--- config.mk ---
export PLATFORM = sky130hd
export DESIGN_NAME = regfile_sb
export DESIGN_NICKNAME = d
export VERILOG_FILES = /design/src/rtl/brisc_pkg.sv /design/src/rtl/rf_pend_ctr.sv /design/src/rtl/regfile_sb.sv
export SDC_FILE = /design/constraint.sdc
export NUM_CORES = 2
export LEC_CHECK = 0
export ABC_AREA = 1
export BUFFER_PORTS_ARGS = -buffer_cell sky130_fd_sc_hd__buf_2
export CAP_MARGIN = 15
export CELL_PAD_IN_SITES_DETAIL_PLACEMENT = 0
export CELL_PAD_IN_SITES_GLOBAL_PLACEMENT = 2
export CORE_MARGIN = 8
export CORE_UTILIZATION = 37
export CTS_BUF_LIST = sky130_fd_sc_hd__clkbuf_2 sky130_fd_sc_hd__clkbuf_4 sky130_fd_sc_hd__clkbuf_8
export DETAILED_ROUTE_END_ITERATION = 16
export PLACE_DENSITY_LB_ADDON = 0.1
export SLEW_MARGIN = 10
export SYNTH_ARGS = -nofsm -noshare
export SYNTH_HDL_FRONTEND = slang
export SYNTH_HIERARCHICAL = 1
export SYNTH_SLANG_ARGS = --single-unit
--- constraint.sdc ---
create_clock -name clk -period 2.2 [get_ports clk]
set_input_delay 0.33 -clock clk [delete_from_list [all_inputs] [get_ports clk]]
set_output_delay 0.33 -clock clk [all_outputs]
set_load 0.01 [all_outputs]
--- src/rtl/brisc_pkg.sv ---
// ============================================================================
// Module  : brisc_pkg
// Brief   : Shared core widths and register-file constants.
// Rev     : 1.0  initial release
// ============================================================================
`default_nettype none

package brisc_pkg;

  localparam int XLEN          = 32;
  localparam int REG_BITS      = 5;
  localparam int NUM_REGS      = 1 << REG_BITS;
  localparam int PEND_BITS_DEF = 2;

  function automatic logic reg_is_x0(input logic [REG_BITS-1:0] addr);
    return (addr == '0);
  endfunction

endpackage

`default_nettype wire

--- src/rtl/rf_pend_ctr.sv ---
// ============================================================================
// Module  : rf_pend_ctr
// Brief   : Per-register in-flight write counters with saturating issue gate.
// Rev     : 1.0  initial release
// ============================================================================
`default_nettype none

module rf_pend_ctr
  import brisc_pkg::*;
#(
  parameter int PEND_BITS = PEND_BITS_DEF
) (
  input  logic                 clk,
  input  logic                 reset,
  input  logic                 issue_valid,
  input  logic [REG_BITS-1:0]  issue_rd,
  output logic                 issue_ready,
  input  logic                 wb_valid,
  input  logic [REG_BITS-1:0]  wb_rd,
  input  logic [REG_BITS-1:0]  rs1,
  input  logic [REG_BITS-1:0]  rs2,
  output logic [PEND_BITS-1:0] rs1_cnt,
  output logic [PEND_BITS-1:0] rs2_cnt
);

  localparam logic [PEND_BITS-1:0] C_CNT_MAX = '1;

  logic [PEND_BITS-1:0] r_cnt [NUM_REGS];
  logic [NUM_REGS-1:1]  w_inc;
  logic [NUM_REGS-1:1]  w_dec;
  logic                 w_issue_fire;

  assign issue_ready  = reg_is_x0(issue_rd) || (r_cnt[issue_rd] != C_CNT_MAX);
  assign w_issue_fire = issue_valid && issue_ready;

  always_comb begin
    w_inc = '0;
    w_dec = '0;
    for (int i = 1; i < NUM_REGS; i++) begin
      w_inc[i] = w_issue_fire && (issue_rd == REG_BITS'(i));
      w_dec[i] = wb_valid && (wb_rd == REG_BITS'(i));
    end
  end

  // Simultaneous issue and writeback cancel; decrement floors at zero.
  always_ff @(posedge clk or negedge reset) begin
    if (!reset) begin
      for (int i = 0; i < NUM_REGS; i++) r_cnt[i] <= '0;
    end else begin
      r_cnt[0] <= '0;
      for (int i = 1; i < NUM_REGS; i++) begin
        if (w_inc[i] && !w_dec[i]) begin
          r_cnt[i] <= r_cnt[i] + 1'b1;
        end else if (w_dec[i] && !w_inc[i] && (r_cnt[i] != '0)) begin
          r_cnt[i] <= r_cnt[i] - 1'b1;
        end
      end
    end
  end

  assign rs1_cnt = r_cnt[rs1];
  assign rs2_cnt = r_cnt[rs2];

endmodule

`default_nettype wire

--- src/rtl/regfile_sb.sv ---
// ============================================================================
// Module  : regfile_sb
// Brief   : Register file with write scoreboard; RF_BYPASS_EN adds writeback
//           forwarding of data and busy onto the read ports.
// Rev     : 1.0  initial release
// ============================================================================
`default_nettype none

module regfile_sb
  import brisc_pkg::*;
#(
  parameter int PEND_BITS = PEND_BITS_DEF
) (
  input  logic                clk,
  input  logic                reset,
  input  logic [REG_BITS-1:0] rs1_in,
  input  logic [REG_BITS-1:0] rs2_in,
  output logic [XLEN-1:0]     rs1_data_out,
  output logic [XLEN-1:0]     rs2_data_out,
  output logic                rs1_busy_out,
  output logic                rs2_busy_out,
  input  logic                issue_valid_in,
  input  logic [REG_BITS-1:0] issue_rd_in,
  output logic                issue_ready_out,
  input  logic                write_rf_in,
  input  logic [REG_BITS-1:0] rd_in,
  input  logic [XLEN-1:0]     rd_data_in
);

  logic [XLEN-1:0]      r_regs [NUM_REGS];
  logic                 w_wb_en;
  logic [PEND_BITS-1:0] w_rs1_cnt;
  logic [PEND_BITS-1:0] w_rs2_cnt;
  logic [XLEN-1:0]      w_rs1_stored;
  logic [XLEN-1:0]      w_rs2_stored;

  // Gated by reset so a writeback cannot leak onto the bypass path while held.
  assign w_wb_en = reset && write_rf_in && !reg_is_x0(rd_in);

  always_ff @(posedge clk or negedge reset) begin
    if (!reset) begin
      for (int i = 0; i < NUM_REGS; i++) r_regs[i] <= '0;
    end else if (w_wb_en) begin
      r_regs[rd_in] <= rd_data_in;
    end
  end

  assign w_rs1_stored = reg_is_x0(rs1_in) ? '0 : r_regs[rs1_in];
  assign w_rs2_stored = reg_is_x0(rs2_in) ? '0 : r_regs[rs2_in];

  rf_pend_ctr #(
    .PEND_BITS (PEND_BITS)
  ) u_pend_ctr (
    .clk         (clk),
    .reset       (reset),
    .issue_valid (issue_valid_in),
    .issue_rd    (issue_rd_in),
    .issue_ready (issue_ready_out),
    .wb_valid    (w_wb_en),
    .wb_rd       (rd_in),
    .rs1         (rs1_in),
    .rs2         (rs2_in),
    .rs1_cnt     (w_rs1_cnt),
    .rs2_cnt     (w_rs2_cnt)
  );

`ifdef RF_BYPASS_EN
  logic w_rs1_hit;
  logic w_rs2_hit;

  assign w_rs1_hit = w_wb_en && (rs1_in == rd_in);
  assign w_rs2_hit = w_wb_en && (rs2_in == rd_in);

  // A hitting writeback retires one pending write, so busy needs another behind it.
  assign rs1_data_out = w_rs1_hit ? rd_data_in : w_rs1_stored;
  assign rs2_data_out = w_rs2_hit ? rd_data_in : w_rs2_stored;
  assign rs1_busy_out = w_rs1_hit ? (w_rs1_cnt > PEND_BITS'(1)) : (w_rs1_cnt != '0);
  assign rs2_busy_out = w_rs2_hit ? (w_rs2_cnt > PEND_BITS'(1)) : (w_rs2_cnt != '0);
`else
  assign rs1_data_out = w_rs1_stored;
  assign rs2_data_out = w_rs2_stored;
  assign rs1_busy_out = (w_rs1_cnt != '0);
  assign rs2_busy_out = (w_rs2_cnt != '0);
`endif

endmodule

`default_nettype wire

# After elaboration in Yosys (flattened, before gate mapping)
# Cells that the tools add are included.
dict set report word_totals {
  inputBits 56
  word_cells 570
  register_bits 1086
  output_inout_bits 67
}
dict set report op_classes {
  addsub 62
  bitwise_logic 4
  magnitude_cmp 5
  n_eq_ne 63
  n_reduce_logical 291
  n_mux 82
}
# operator n
set ops {}
lappend ops {{1024-bit bitwise mux} 1}
lappend ops {{32-bit binary-select mux with 5-bit select} 2}
lappend ops {{32-bit two-way mux} 7}
lappend ops {{32-bit demux with 5-bit select} 1}
lappend ops {{5-bit equality test, second input constant} 32}
lappend ops {{1-bit logical AND} 159}
lappend ops {{2-bit two-way mux} 68}
lappend ops {{2-bit nonzero test} 64}
lappend ops {{5-bit by 4-bit equality test with 1-bit output, second input constant} 16}
lappend ops {{1-bit logical NOT} 63}
lappend ops {{2-bit by 1-bit adder with 2-bit output, second input constant} 31}
lappend ops {{2-bit by 1-bit subtractor with 2-bit output, second input constant} 31}
lappend ops {{5-bit by 3-bit equality test with 1-bit output, second input constant} 8}
lappend ops {{2-bit binary-select mux with 5-bit select} 3}
lappend ops {{6-bit greater-or-equal comparator, second input constant} 4}
lappend ops {{5-bit NOT with 6-bit output} 4}
lappend ops {{5-bit by 2-bit equality test with 1-bit output, second input constant} 4}
lappend ops {{5-bit logical NOT} 4}
lappend ops {{5-bit by 1-bit equality test with 1-bit output, second input constant} 2}
lappend ops {{6-bit by 1-bit less-than comparator with 1-bit output, second input constant} 1}
lappend ops {{2-bit inequality test, second input constant} 1}
lappend ops {{1-bit logical OR} 1}

# Depth between registers and ports, before layout
dict set report logic_depth {
  word_depth 13
  mapped_depth 21
  mapped_depth_nobuf 17
}

# Cells and area by module
# Netlist, hierarchy kept.
# mod cells_each seq_area_each_um2 area_each_um2 n_inst
set modules_own_cells {}
lappend modules_own_cells {regfile_sb 8336 25624.6 56584.3 1}
lappend modules_own_cells {rf_pend_ctr 1024 1551.5 5916.9 1}

# Worst setup path before layout
# OpenSTA, ideal clock, no wires.
dict set report synth_timing {
  path_kind {input to register}
  from {input port rd_in[1]}
  to {register u_pend_ctr/r_cnt[50] (netlist bit)}
  t_required_ps 2083
  path_stages 13
  path_buffers 2
  path_slack_ps 88
  arrival_ps 1996
  cell_sequence {nor2_1 > nand2_1 > nand2_2 > inv_1 > buf_4 > inv_1 > nor2_1 > inv_1 > clkbuf_1 > nor2_1 > nand3b_2 > nand3_1 > nand2_1}
}
dict set report synth_via {
  elab_chain_len 7
}
# item line_no
set synth_rtl {}
lappend synth_rtl {{start, declared} regfile_sb.sv:26} ;# input logic [REG_BITS-1:0] rd_in,
lappend synth_rtl {{5-bit logical NOT (*)} brisc_pkg.sv:16} ;# return (addr == '0);
lappend synth_rtl {{1-bit logical NOT (*)} regfile_sb.sv:38} ;# assign w_wb_en = reset && write_rf_in && !reg_is_x0(rd_in);
lappend synth_rtl {{1-bit logical AND (*)} regfile_sb.sv:38}
lappend synth_rtl {{via w_wb_en} regfile_sb.sv:31} ;# logic w_wb_en;
lappend synth_rtl {{1-bit logical AND (*)} rf_pend_ctr.sv:41} ;# w_dec[i] = wb_valid && (wb_rd == REG_BITS'(i));
lappend synth_rtl {{1-bit logical NOT or 1-bit logical AND (tied branches)} {rf_pend_ctr.sv:52, rf_pend_ctr.sv:54}}
lappend synth_rtl {{1-bit logical AND, on equally long branches} {rf_pend_ctr.sv:52, rf_pend_ctr.sv:54}}
lappend synth_rtl {{2-bit two-way mux or 2-bit nonzero test (tied branches)} -}
lappend synth_rtl {{end signal, assigned by index} rf_pend_ctr.sv:53} ;# r_cnt[i] <= r_cnt[i] + 1'b1;
lappend synth_rtl {{end signal, assigned by index} rf_pend_ctr.sv:55} ;# r_cnt[i] <= r_cnt[i] - 1'b1;
lappend synth_rtl {{end, declared} rf_pend_ctr.sv:28} ;# logic [PEND_BITS-1:0] r_cnt [NUM_REGS];
# The timed path passes the listed nets; every way through them passes the cells marked *.
# A chain may end at the register's enable or synchronous reset.

# Worst setup path in the final report
dict set report layout_timing {
  from {register u_pend_ctr/r_cnt[11] (netlist bit)}
  to {output port rs1_busy_out}
}
dict set report layout_via {
  elab_chain_len 4
}
# item line_no
set layout_rtl {}
lappend layout_rtl {{2-bit binary-select mux with 5-bit select} rf_pend_ctr.sv:61} ;# assign rs1_cnt = r_cnt[rs1];
lappend layout_rtl {{2-bit two-way mux (implied by the code) (2 in a row)} rf_pend_ctr.sv:61}
lappend layout_rtl {{via w_rs1_cnt[1]} regfile_sb.sv:32} ;# logic [PEND_BITS-1:0] w_rs1_cnt;
lappend layout_rtl {{2-bit nonzero test} regfile_sb.sv:82} ;# assign rs1_busy_out = (w_rs1_cnt != '0);
lappend layout_rtl {{end, declared} regfile_sb.sv:20} ;# output logic rs1_busy_out,
# The timed path passes the listed nets, and every way through them passes these cells. The select of a mux whose other input is x is not followed.

==> impl_metrics.json <==
{
  "synth-edff-count": 0,
  "synth_compound_area_frac": 0.145,
  "drtIter0Drc": 7184,
  "fin_skew_ns": 0.0176,
  "critPathLaunchType": "flip-flop",
  "synthArstFlopShare": 1.00,
  "antenna_found_initial": 4,
  "cap_violations": 0,
  "fin_total_pwr_mw": 60.4,
  "synth_area_um2": 62500,
  "area_growth_syn_to_layout_pct": 28.1,
  "grt_pass1_wl_um": 432000,
  "root_buffer": "clkbuf_8",
  "clkLatencyLatePin_ns": 0.98,
  "setup_viol": 67,
  "cts_max_level": 4,
  "final_common_cell": "nand2_1",
  "dr_total_vias": 67100,
  "netlist_instances": 9360,
  "worstPathRequired_ns": 1.87,
  "yosys_most_used_dff": "dfrtp_1",
  "multi_input_area_um2": 33400,
  "routabilityCongestion": 0.894,
  "grt_pass1_vias": 64000,
  "crit_path_max_fanout": 4,
  "portBuffers": 122,
  "cp-end-kind": "output port",
  "slew_viol_final": 0,
  "p_comb_frac": 0.216,
  "ff_latch_area_um2": 27200,
  "yosys.area_share.simple": 0.351,
  "rr_endpoint": "u_pend_ctr/r_cnt[0]",
  "core_area_um2": 169000,
  "routed_wl_um": 293000,
  "muxShareOfSynthArea": 0,
  "route.detailed.drc": 0,
  "ys_ff_latch": 1086,
  "die_h_um": 427,
  "sw_frac_of_total": 0.329,
  "power-per-cell-area_nw_per_um2": 754,
  "violations": "negative setup slack",
  "fin_crit_ns": 2.83,
  "worstSetupEndpoint": "rs1_busy_out",
  "p_sw_mw": 19.9,
  "synth_fa_ha_area_frac": 0,
  "cts.clk_slew.worst_paths_ns": 0.07,
  "peakVddDrop_mv": 0.638,
  "status": "complete, but fails checks",
  "initial_core_util": 0.371,
  "dieArea_um2": 182000,
  "reg2reg_from": "u_pend_ctr/r_cnt[56]",
  "hp-class": "in2reg",
  "seq_power_share": 0.415,
  "dpl_worst_slack_ns": -0.820,
  "p_leak_nw": 37.7,
  "power.share.clock": 0.368,
  "grt_overflow_total": 0,
  "dp_hpwl_um": 188000,
  "antenna_left": 0,
  "yosysWarnings": 6,
  "hold_viol": 0,
  "placed_cell_area_um2": 71200,
  "vias_per_cell": 5.53,
  "finalNetCount": 9795,
  "drtPass1Iterations": 8,
  "finalCritPeriodShare": 1.29,
  "rows": 151,
  "drive_gt1_frac": 0.193,
  "pin_count": 123,
  "fillCellCount": 17300,
  "synth_xor_area_frac": 0,
  "reg2reg_depth": 16,
  "syn_avg_cell_area_um2": 6.68,
  "fin_tns_setup_ns": -25.41,
  "slew_headroom": 0.232,
  "tightest_slew_ns": 1.15,
  "r2r_slack_ns": 0.06,
  "yosys.cell_types.count": 34,
  "wl_per_cell_um": 24.2,
  "rsz0062_at_grt": "true",
  "fmax_ghz": 0.353,
  "arrival_ns": 2.50,
  "grt.total_usage": 0.313,
  "tritoncts": "built",
  "synth_fp_nets": 9416,
  "clock_sinks": 1086,
  "critPathKind": "reg2out",
  "p_int_mw": 40.5,
  "fin_area_um2": 80100,
  "clockBufferDepth": 3,
  "die-width_um": 427,
  "synth_top_family_by_area": "simple AND/OR/NAND/NOR gates",
  "fin_ws_ns": -0.633,
  "final_cell_mix": "3152 x nand2_1, 1352 x o21ai_0, 1066 x dfrtp_1, 926 x nand3_1, 736 x nor2_1",
  "cp-startpoint": "u_pend_ctr/r_cnt[11]",
  "grt_max_degree": 160,
  "numCtsBuffers": 204,
  "synth-seq-area-share": 0.435
}
==> metal layers <==
layer | vias to the layer above | track usage | wire length [µm]
li1 | 31200 | - | -
met1 | 32700 | 0.427 | 128000
met2 | 2625 | 0.504 | 134000
met3 | 578 | 0.0411 | 18000
met4 | 2 | 0.126 | 12900
met5 | - | 0 | 13
==> Yosys cell counts, types with 2 or more instances <==
| master | count | area share |
|---|---|---|
| buf_2 | 143 | 0.011 |
| o22ai_1 | 2 | 0.00020 |
| inv_2 | 8 | 0.00048 |
| clkinv_1 | 4 | 0.00024 |
| a32oi_1 | 3 | 0.00042 |
| buf_4 | 7 | 0.00084 |
| nor2_1 | 900 | 0.054 |
| nor3_1 | 25 | 0.0020 |
| dfrtp_1 | 1086 | 0.43 |
| nand3b_2 | 2 | 0.00036 |
| inv_1 | 273 | 0.016 |
| buf_6 | 5 | 0.00090 |
| clkbuf_1 | 580 | 0.035 |
| nor2_2 | 3 | 0.00030 |
| o211ai_1 | 50 | 0.0060 |
| nand2_1 | 3316 | 0.20 |
| nand3_1 | 1085 | 0.087 |
| nor3_2 | 3 | 0.00048 |
| buf_1 | 65 | 0.0039 |
| a21oi_1 | 180 | 0.014 |
| nand2_2 | 10 | 0.0010 |
| or2_2 | 2 | 0.00020 |
| o21bai_1 | 6 | 0.00072 |
| a31oi_1 | 5 | 0.00050 |
| o31ai_1 | 2 | 0.00024 |
| nand3_2 | 2 | 0.00032 |
| o21ai_1 | 34 | 0.0027 |
| o21ai_0 | 1500 | 0.12 |
| nand4_1 | 54 | 0.0054 |
==> kinds of logic after synthesis <==
kind of cell | Yosys count
AND/OR/NAND/NOR | 5405
flip-flops | 1086
buffers and inverters | 1086
AO/OA/AOI/OAI | 1783
==> what timing repair did <==
item,in CTS,in global routing
pin swaps,296,319
endpoints found under the hold margin,1039,0
cloned,0,4
setup endpoints to repair,67,129
setup buffers,89,102
hold buffers,40,0
gates resized for setup,499,407
==> power by group through the flow <==
stage	registers, mW	logic, mW	clock network (mW)
after floorplan	24.5	6.76	0
after global placement	25.3	11.2	0
after detailed placement	25.3	11.3	0
after CTS	24.9	12.4	22.7
after global routing	25.4	14.5	23.5
final	25.1	13.1	22.3
==> layout make-up <==
type | instances | area share
Sequential cell | 1086 | 0.340
Clock buffer | 342 | 0.0534
Timing Repair Buffer | 974 | 0.138
Antenna cell | 6 | 0.000188
Clock inverter | 31 | 0.00350
Tap cell | 2218 | 0.0347
Multi-Input combinational cell | 7188 | 0.417
Inverter | 285 | 0.0139
==> worst max-delay path, stage by stage (launching register included) <==
cell and delay (ns):
dfrtp_2 0.44, inv_2 0.06, a21oi_1 0.06, o21ai_1 0.09, o211ai_1 0.15, a31oi_1 0.25
a32oi_1 0.09, or2_4 0.27, buf_6 0.13
==> per-stage QoR <==
step	hold WS [ns]	cells	util
floorplan	0.0344	9360	-
global placement	0.386	11600	0.422
detailed placement	0.389	11600	0.422
CTS	0.000276	12000	0.464
global route	0.0614	12100	0.475
finish	0.0786	12100	0.475
==> worst min-delay path by stage <==
stage | from | endpoint | cells past startpoint
after floorplan | reset | r_regs[0] | 0
after global placement | r_regs[1006] | r_regs[1006] | 0
after CTS | issue_rd_in[3] | u_pend_ctr/r_cnt[41] | 6
after detailed placement | r_regs[992] | r_regs[992] | 0
final | rd_data_in[1] | r_regs[353] | 4
after global routing | rd_data_in[1] | r_regs[33] | 4
==> state kept, by name, summed over array words and instances (netlist names) <==
register / flops
u_pend_ctr/r_cnt: 62
r_regs: 1024
Power figures use the tool's default switching activity.
